[src/rtl/cpu_boot_loader_pkg.sv]
// ============================================================================
// Module   : cpu_boot_loader_pkg
// Brief    : Shared state encoding and default sizes for the boot loader.
// Revision : 1.0 - initial release
// ============================================================================
`default_nettype none

package cpu_boot_loader_pkg;

    localparam int CYCLE_W_DEFAULT = 16;

    typedef enum logic [2:0] {
        ST_IDLE   = 3'd0,
        ST_LOAD   = 3'd1,
        ST_RUN    = 3'd2,
        ST_HALTED = 3'd3,
        ST_ERROR  = 3'd4
    } boot_state_e;

endpackage : cpu_boot_loader_pkg

`default_nettype wire

[src/rtl/cpu_boot_loader_cycle_counter.sv]
// ============================================================================
// Module   : boot_cycle_counter
// Brief    : Saturating up-counter with synchronous clear and count enable.
// Revision : 1.0 - initial release
// ============================================================================
`default_nettype none

module boot_cycle_counter
    import cpu_boot_loader_pkg::*;
#(
    parameter int WIDTH = CYCLE_W_DEFAULT
) (
    input  logic             clk,
    input  logic             rst,
    input  logic             clr,
    input  logic             en,
    output logic [WIDTH-1:0] count
);

    logic [WIDTH-1:0] count_q;
    logic [WIDTH-1:0] count_d;

    always_comb begin
        count_d = count_q;
        if (clr) begin
            count_d = '0;
        end else if (en && (count_q != {WIDTH{1'b1}})) begin
            count_d = count_q + WIDTH'(1);
        end
    end

    always_ff @(posedge clk) begin
        if (rst) begin
            count_q <= '0;
        end else begin
            count_q <= count_d;
        end
    end

    assign count = count_q;

endmodule : boot_cycle_counter

`default_nettype wire

[src/rtl/cpu_boot_loader.sv]
// ============================================================================
// Module   : cpu_boot_loader
// Brief    : Streams a program into CPU memory, releases the CPU, times the run.
// Revision : 1.0 - initial release
// ============================================================================
`default_nettype none

module cpu_boot_loader
    import cpu_boot_loader_pkg::*;
#(
    parameter int DEFAULT_WORD_W = 8,
    parameter int ADDR_WIDTH     = 5,
    parameter int CYCLE_W        = CYCLE_W_DEFAULT
) (
    input  logic                      clk,
    input  logic                      rst,
    input  logic                      start,
    input  logic                      s_valid,
    input  logic [DEFAULT_WORD_W-1:0] s_data,
    input  logic                      s_last,
    output logic                      s_ready,
    output logic                      mem_sel,
    output logic                      mem_wr,
    output logic [ADDR_WIDTH-1:0]     mem_addr,
    output logic [DEFAULT_WORD_W-1:0] mem_data,
    output logic                      cpu_rst_n,
    input  logic                      cpu_halt,
    output logic                      done,
    output logic                      error,
    output logic [CYCLE_W-1:0]        run_cycles
);

    localparam logic [ADDR_WIDTH-1:0] PTR_MAX = {ADDR_WIDTH{1'b1}};

    boot_state_e               state_q, state_d;
    logic [ADDR_WIDTH-1:0]     ptr_q, ptr_d;
    logic                      s_ready_q, s_ready_d;
    logic                      mem_sel_q, mem_sel_d;
    logic                      mem_wr_q, mem_wr_d;
    logic [ADDR_WIDTH-1:0]     mem_addr_q, mem_addr_d;
    logic [DEFAULT_WORD_W-1:0] mem_data_q, mem_data_d;
    logic                      cpu_rst_n_q, cpu_rst_n_d;
    logic                      done_q, done_d;
    logic                      error_q, error_d;

    logic                      handshake;
    logic                      accept_start;
    logic                      cpu_owns_now;
    logic                      cpu_owns_next;
    logic                      count_en;

    assign handshake    = s_valid && s_ready_q;
    assign accept_start = start && ((state_q == ST_IDLE) || (state_q == ST_HALTED) ||
                                    (state_q == ST_ERROR));

    always_comb begin
        state_d = state_q;
        unique case (state_q)
            ST_IDLE, ST_HALTED, ST_ERROR: begin
                if (start) state_d = ST_LOAD;
            end
            ST_LOAD: begin
                if (handshake) begin
                    if (s_last)                 state_d = ST_RUN;
                    else if (ptr_q == PTR_MAX)  state_d = ST_ERROR;
                end
            end
            ST_RUN: begin
                if (cpu_halt) state_d = ST_HALTED;
            end
            default: state_d = ST_IDLE;
        endcase
    end

    // CPU takes the memory port one cycle after entering RUN so the final
    // write lands while the loader still owns it; leaving RUN/HALTED drops it at once.
    assign cpu_owns_now  = (state_q == ST_RUN) || (state_q == ST_HALTED);
    assign cpu_owns_next = (state_d == ST_RUN) || (state_d == ST_HALTED);

    always_comb begin
        ptr_d       = ptr_q;
        mem_addr_d  = mem_addr_q;
        mem_data_d  = mem_data_q;
        mem_wr_d    = handshake;
        s_ready_d   = (state_d == ST_LOAD);
        mem_sel_d   = !(cpu_owns_now && cpu_owns_next);
        cpu_rst_n_d = cpu_owns_now && cpu_owns_next;
        done_d      = (state_q == ST_HALTED) && (state_d == ST_HALTED);
        error_d     = (state_q == ST_ERROR) && (state_d == ST_ERROR);
        if (accept_start) begin
            ptr_d = '0;
        end else if (handshake) begin
            mem_addr_d = ptr_q;
            mem_data_d = s_data;
            if (ptr_q != PTR_MAX) ptr_d = ptr_q + ADDR_WIDTH'(1);
        end
    end

    always_ff @(posedge clk) begin
        if (rst) begin
            state_q     <= ST_IDLE;
            ptr_q       <= '0;
            s_ready_q   <= 1'b0;
            mem_sel_q   <= 1'b1;
            mem_wr_q    <= 1'b0;
            mem_addr_q  <= '0;
            mem_data_q  <= '0;
            cpu_rst_n_q <= 1'b0;
            done_q      <= 1'b0;
            error_q     <= 1'b0;
        end else begin
            state_q     <= state_d;
            ptr_q       <= ptr_d;
            s_ready_q   <= s_ready_d;
            mem_sel_q   <= mem_sel_d;
            mem_wr_q    <= mem_wr_d;
            mem_addr_q  <= mem_addr_d;
            mem_data_q  <= mem_data_d;
            cpu_rst_n_q <= cpu_rst_n_d;
            done_q      <= done_d;
            error_q     <= error_d;
        end
    end

    // Only cycles in which the CPU is actually out of reset are counted.
    assign count_en = (state_q == ST_RUN) && cpu_rst_n_q && !cpu_halt;

    boot_cycle_counter #(
        .WIDTH (CYCLE_W)
    ) u_run_counter (
        .clk   (clk),
        .rst   (rst),
        .clr   (accept_start),
        .en    (count_en),
        .count (run_cycles)
    );

    assign s_ready   = s_ready_q;
    assign mem_sel   = mem_sel_q;
    assign mem_wr    = mem_wr_q;
    assign mem_addr  = mem_addr_q;
    assign mem_data  = mem_data_q;
    assign cpu_rst_n = cpu_rst_n_q;
    assign done      = done_q;
    assign error     = error_q;

endmodule : cpu_boot_loader

`default_nettype wire

[config.mk]
export PLATFORM = sky130hd
export DESIGN_NAME = cpu_boot_loader
export DESIGN_NICKNAME = d
export VERILOG_FILES = /design/src/rtl/cpu_boot_loader_pkg.sv /design/src/rtl/cpu_boot_loader_cycle_counter.sv /design/src/rtl/cpu_boot_loader.sv
export SDC_FILE = /design/constraint.sdc
export NUM_CORES = 1
export LEC_CHECK = 0
export ABC_AREA = 1
export BUFFER_PORTS_ARGS = -buffer_cell sky130_fd_sc_hd__buf_4
export CELL_PAD_IN_SITES_DETAIL_PLACEMENT = 0
export CELL_PAD_IN_SITES_GLOBAL_PLACEMENT = 2
export CORE_MARGIN = 2
export CORE_UTILIZATION = 32
export CTS_BUF_LIST = sky130_fd_sc_hd__clkbuf_8
export DETAILED_ROUTE_END_ITERATION = 7
export PLACE_DENSITY = 0.95
export SLEW_MARGIN = 5
export SYNTH_ARGS = -nofsm -noshare
export SYNTH_HDL_FRONTEND = slang
export SYNTH_HIERARCHICAL = 1
export SYNTH_SLANG_ARGS = --single-unit
[constraint.sdc]
create_clock -name clk -period 2.95 [get_ports clk]
set_input_delay 0.1475 -clock clk [delete_from_list [all_inputs] [get_ports clk]]
set_output_delay 0.1475 -clock clk [all_outputs]
set_load 0.01 [all_outputs]
==> impl_metrics.csv <==
group,metric,value,unit
global_routing,grt_pass1_wl,8.328,mm
floorplanning,die_h,86.44,um
worst_setup_path,path_max_fanout,5,
worst_setup_path,cp_common_cell,"nand2_1",
placement,place.port_buffers,48,
drt,wirelength,4.882,mm
cells_and_area,final_util,40.00,%
clock_tree,cts.sinks,43,
pwr,p_leak,1.242,nW
worst_setup_path,r2r-start,"ptr_q[0]",
yosys,ys_seq_area_share,39.59,%
yosys,synth_fp_nets,337,
clock_tree,cts.clk_slew.worst_paths,0.10,ns
worst_setup_path,critPathKind,"register to register",
sta,setup_viol,0,
placement,dpl.hpwl,3.587,mm
pwr,peakVddDrop,166.5,uV
placement,gp_congestion,0.7788,
floorplanning,coreArea,0.006681,mm^2
yosys,syn_inst,320,
floorplanning,placementRows,30,
clock_tree,post_cts_buffers,0,
drt,firstDrtPassIters,4,
worst_setup_path,crit_buf_inv,2,
global_routing,grt_overflow_total,0,
cells_and_area,register_area,860.8,um^2
drt,viasPerCell,4.569,
worst_setup_path,crit_path_cell_trace,"ha_1 > nand2_1 > nor2_1 > ha_1 > nor2_1 > inv_1 > o21ai_0 > nand2_1 > nand2_1 > inv_1",
worst_setup_path,worstRegToRegCells,10,
floorplanning,die-area,0.007471,mm^2
global_routing,grt_max_degree,30,
cells_and_area,final_layout_size_suffix_gt1_share,21.08,%
clock_tree,cts_resized,0,
sta,rsz0062_at_grt,"no",
worst_setup_path,cp_top_family,"simple AND/OR/NAND/NOR gates",
worst_setup_path,crit_path_end,"ptr_q[3]",
drt,drc_errors,0,
drt,vias,2056,
cells_and_area,final_nets,386,
worst_setup_path,cp_slowest_cell,"dfxtp_1",
global_routing,grt_pass1_vias,1875,
yosys,yosys.area.top_type,"dfxtp_1",
job,timing.max_cap.violations,0,
sta,timing.final.crit_period,1.709,ns
yosys,yosysWarnings,6,
worst_setup_path,timing.rr.end,"ptr_q[3]",
drt,wire_per_inst,10.85,um
worst_setup_path,endpoint_kind,"register",
worst_setup_path,startpoint_type,"register",
sta,fin_skew,0.01180,ns
cells_and_area,nFillCells,719,
yosys,synth.avg_cell_area,6.796,um^2
clock_tree,cts_made_buffers,5,
clock_tree,cts-root-buf,"clkbuf_8",
yosys,synth_area,0.002175,mm^2
worst_setup_path,crit_cells,10,
sta,slew_headroom,65.24,%
pwr,powerDensity,421.4,mW/mm^2
cells_and_area,antennaDiodeCount,0,
worst_setup_path,regToRegSetupSlack,1.24,ns
outcome,status,"finished, final reports clean",
global_routing,grt_usage,13.83,%
clock_tree,clkLatencyLatePin,0.30,ns
yosys,yosysTopAreaCellShare,39.59,%
worst_setup_path,cp-startpoint,"ptr_q[0]",
floorplanning,pin_count,49,
global_routing,antenna_found_initial,0,
yosys,ys_top_cells_by_area,"dfxtp_1 40%, nand2_1 13%, nor2_1 11%",
clock_tree,hold_buffers,0,
yosys,synthDistinctLibCells,25,
cells_and_area,final_cell_mix,"75 x nand2_1, 63 x nor2_1, 50 x buf_4, 43 x dfxtp_1, 42 x inv_1",
sta,fin_crit_sh,57.94,%
worst_setup_path,arrival,1.93,ns
drt,antenna_left,0,
cells_and_area,final_cells,450,
sta,finalMaxSlewViolations,0,
floorplanning,die_x,86.44,um
drt,drt_iter0_markers,82,
cells_and_area,area_delta_synth_final,22.90,%
pwr,power.total,0.001126,W
cells_and_area,multi_input_area,0.001082,mm^2
placement,dp.cells,442,
clock_tree,tritoncts,"built",
clock_tree,cts.path.max_buffers,2,
hold_path,min_path_type,"input pin to register",
clock_tree,htree_levels,2,
floorplanning,start_util,32.55,%
cells_and_area,final_common_cell,"nand2_1",
worst_setup_path,cpPeakStageDelay,0.35,ns
sta,tightest_slew,0.5208,ns
sta,tns,0,ns
sta,fmax,0.5850,GHz
worst_setup_path,cp.required,3.17,ns
sta,hold_viol_final,0,
yosys,ys_seq_elements,43,
[how the worst min path moves through the flow]
stage	startpoint	to	cells past startpoint
2_1_floorplan	rst	state_q[2]	1
3_3_place_gp	rst	state_q[2]	2
3_5_place_dp	rst	state_q[2]	2
4_1_cts	rst	mem_wr	2
5_1_grt	rst	state_q[2]	2
6_report	rst	mem_wr	2
[area by class of cell]
type | instances | area share, %
inverters | 43 | 6.039
well taps | 80 | 3.745
multi-input cells | 226 | 40.50
repair buffers | 50 | 14.04
flip-flops and latches | 43 | 32.21
clock buffers | 5 | 2.575
clock inverters | 3 | 0.8895
[cell families (layout without fill, tap and decap cells)]
group	after synthesis	after routing	share of synthesized area (%)
buffers and inverters	51	101	10.64
AND/OR/NAND/NOR	193	193	40.97
flip-flops	43	43	39.59
XOR/XNOR	1	1	0.4028
AO/OA/AOI/OAI	29	29	6.674
adder cells (fa/ha/maj)	3	3	1.726
[per-stage QoR]
stage / setup WS [ns] / hold slack [ns] / instance area, um^2
6_report: 1.241 / 0.05017 / 2673
5_1_grt: 1.063 / 0.05329 / 2673
4_1_cts: 1.236 / 0.04057 / 2673
3_5_place_dp: 1.243 / 0.3765 / 2580
3_3_place_gp: 1.348 / 0.3750 / 2580
2_1_floorplan: 1.433 / 0.2166 / 2175
[state kept, by name (all words and copies together), names as in the netlist, 3 cells and up]
register             count
mem_data                 8
state_q                  3
u_run_counter/count     16
ptr_q                    5
mem_addr                 5
[power breakdown]
| group | total [W] | switching [W] | leakage, nW | internal (W) |
|---|---|---|---|---|
| Clock | 0.000398 | 0.000229 | 0.0408 | 0.000170 |
| Sequential | 0.000604 | 0.00000867 | 0.348 | 0.000595 |
| Combinational | 0.000124 | 0.0000718 | 0.853 | 0.0000526 |
| Total | 0.00113 | 0.000309 | 1.24 | 0.000817 |
[synth_stat cells (all sizes together)]
cell type and number:
nand2 80, nor2 73, dfxtp 43, inv 43, nand3 31, a21oi 24, buf 8, o21ai 5
ha 3, nand4 3, and2 2, and3 2, nand3b 1, nor3 1, xor2 1
[routing by layer]
metal,global-route usage [%],wire length (um),vias up
met1,16.65,2240,912
met5,0,0,-
met4,4.261,66,0
met2,23.99,2310,44
met3,3.714,264,6
li1,-,-,1094
No activity file was read; power rests on OpenSTA's default activity.
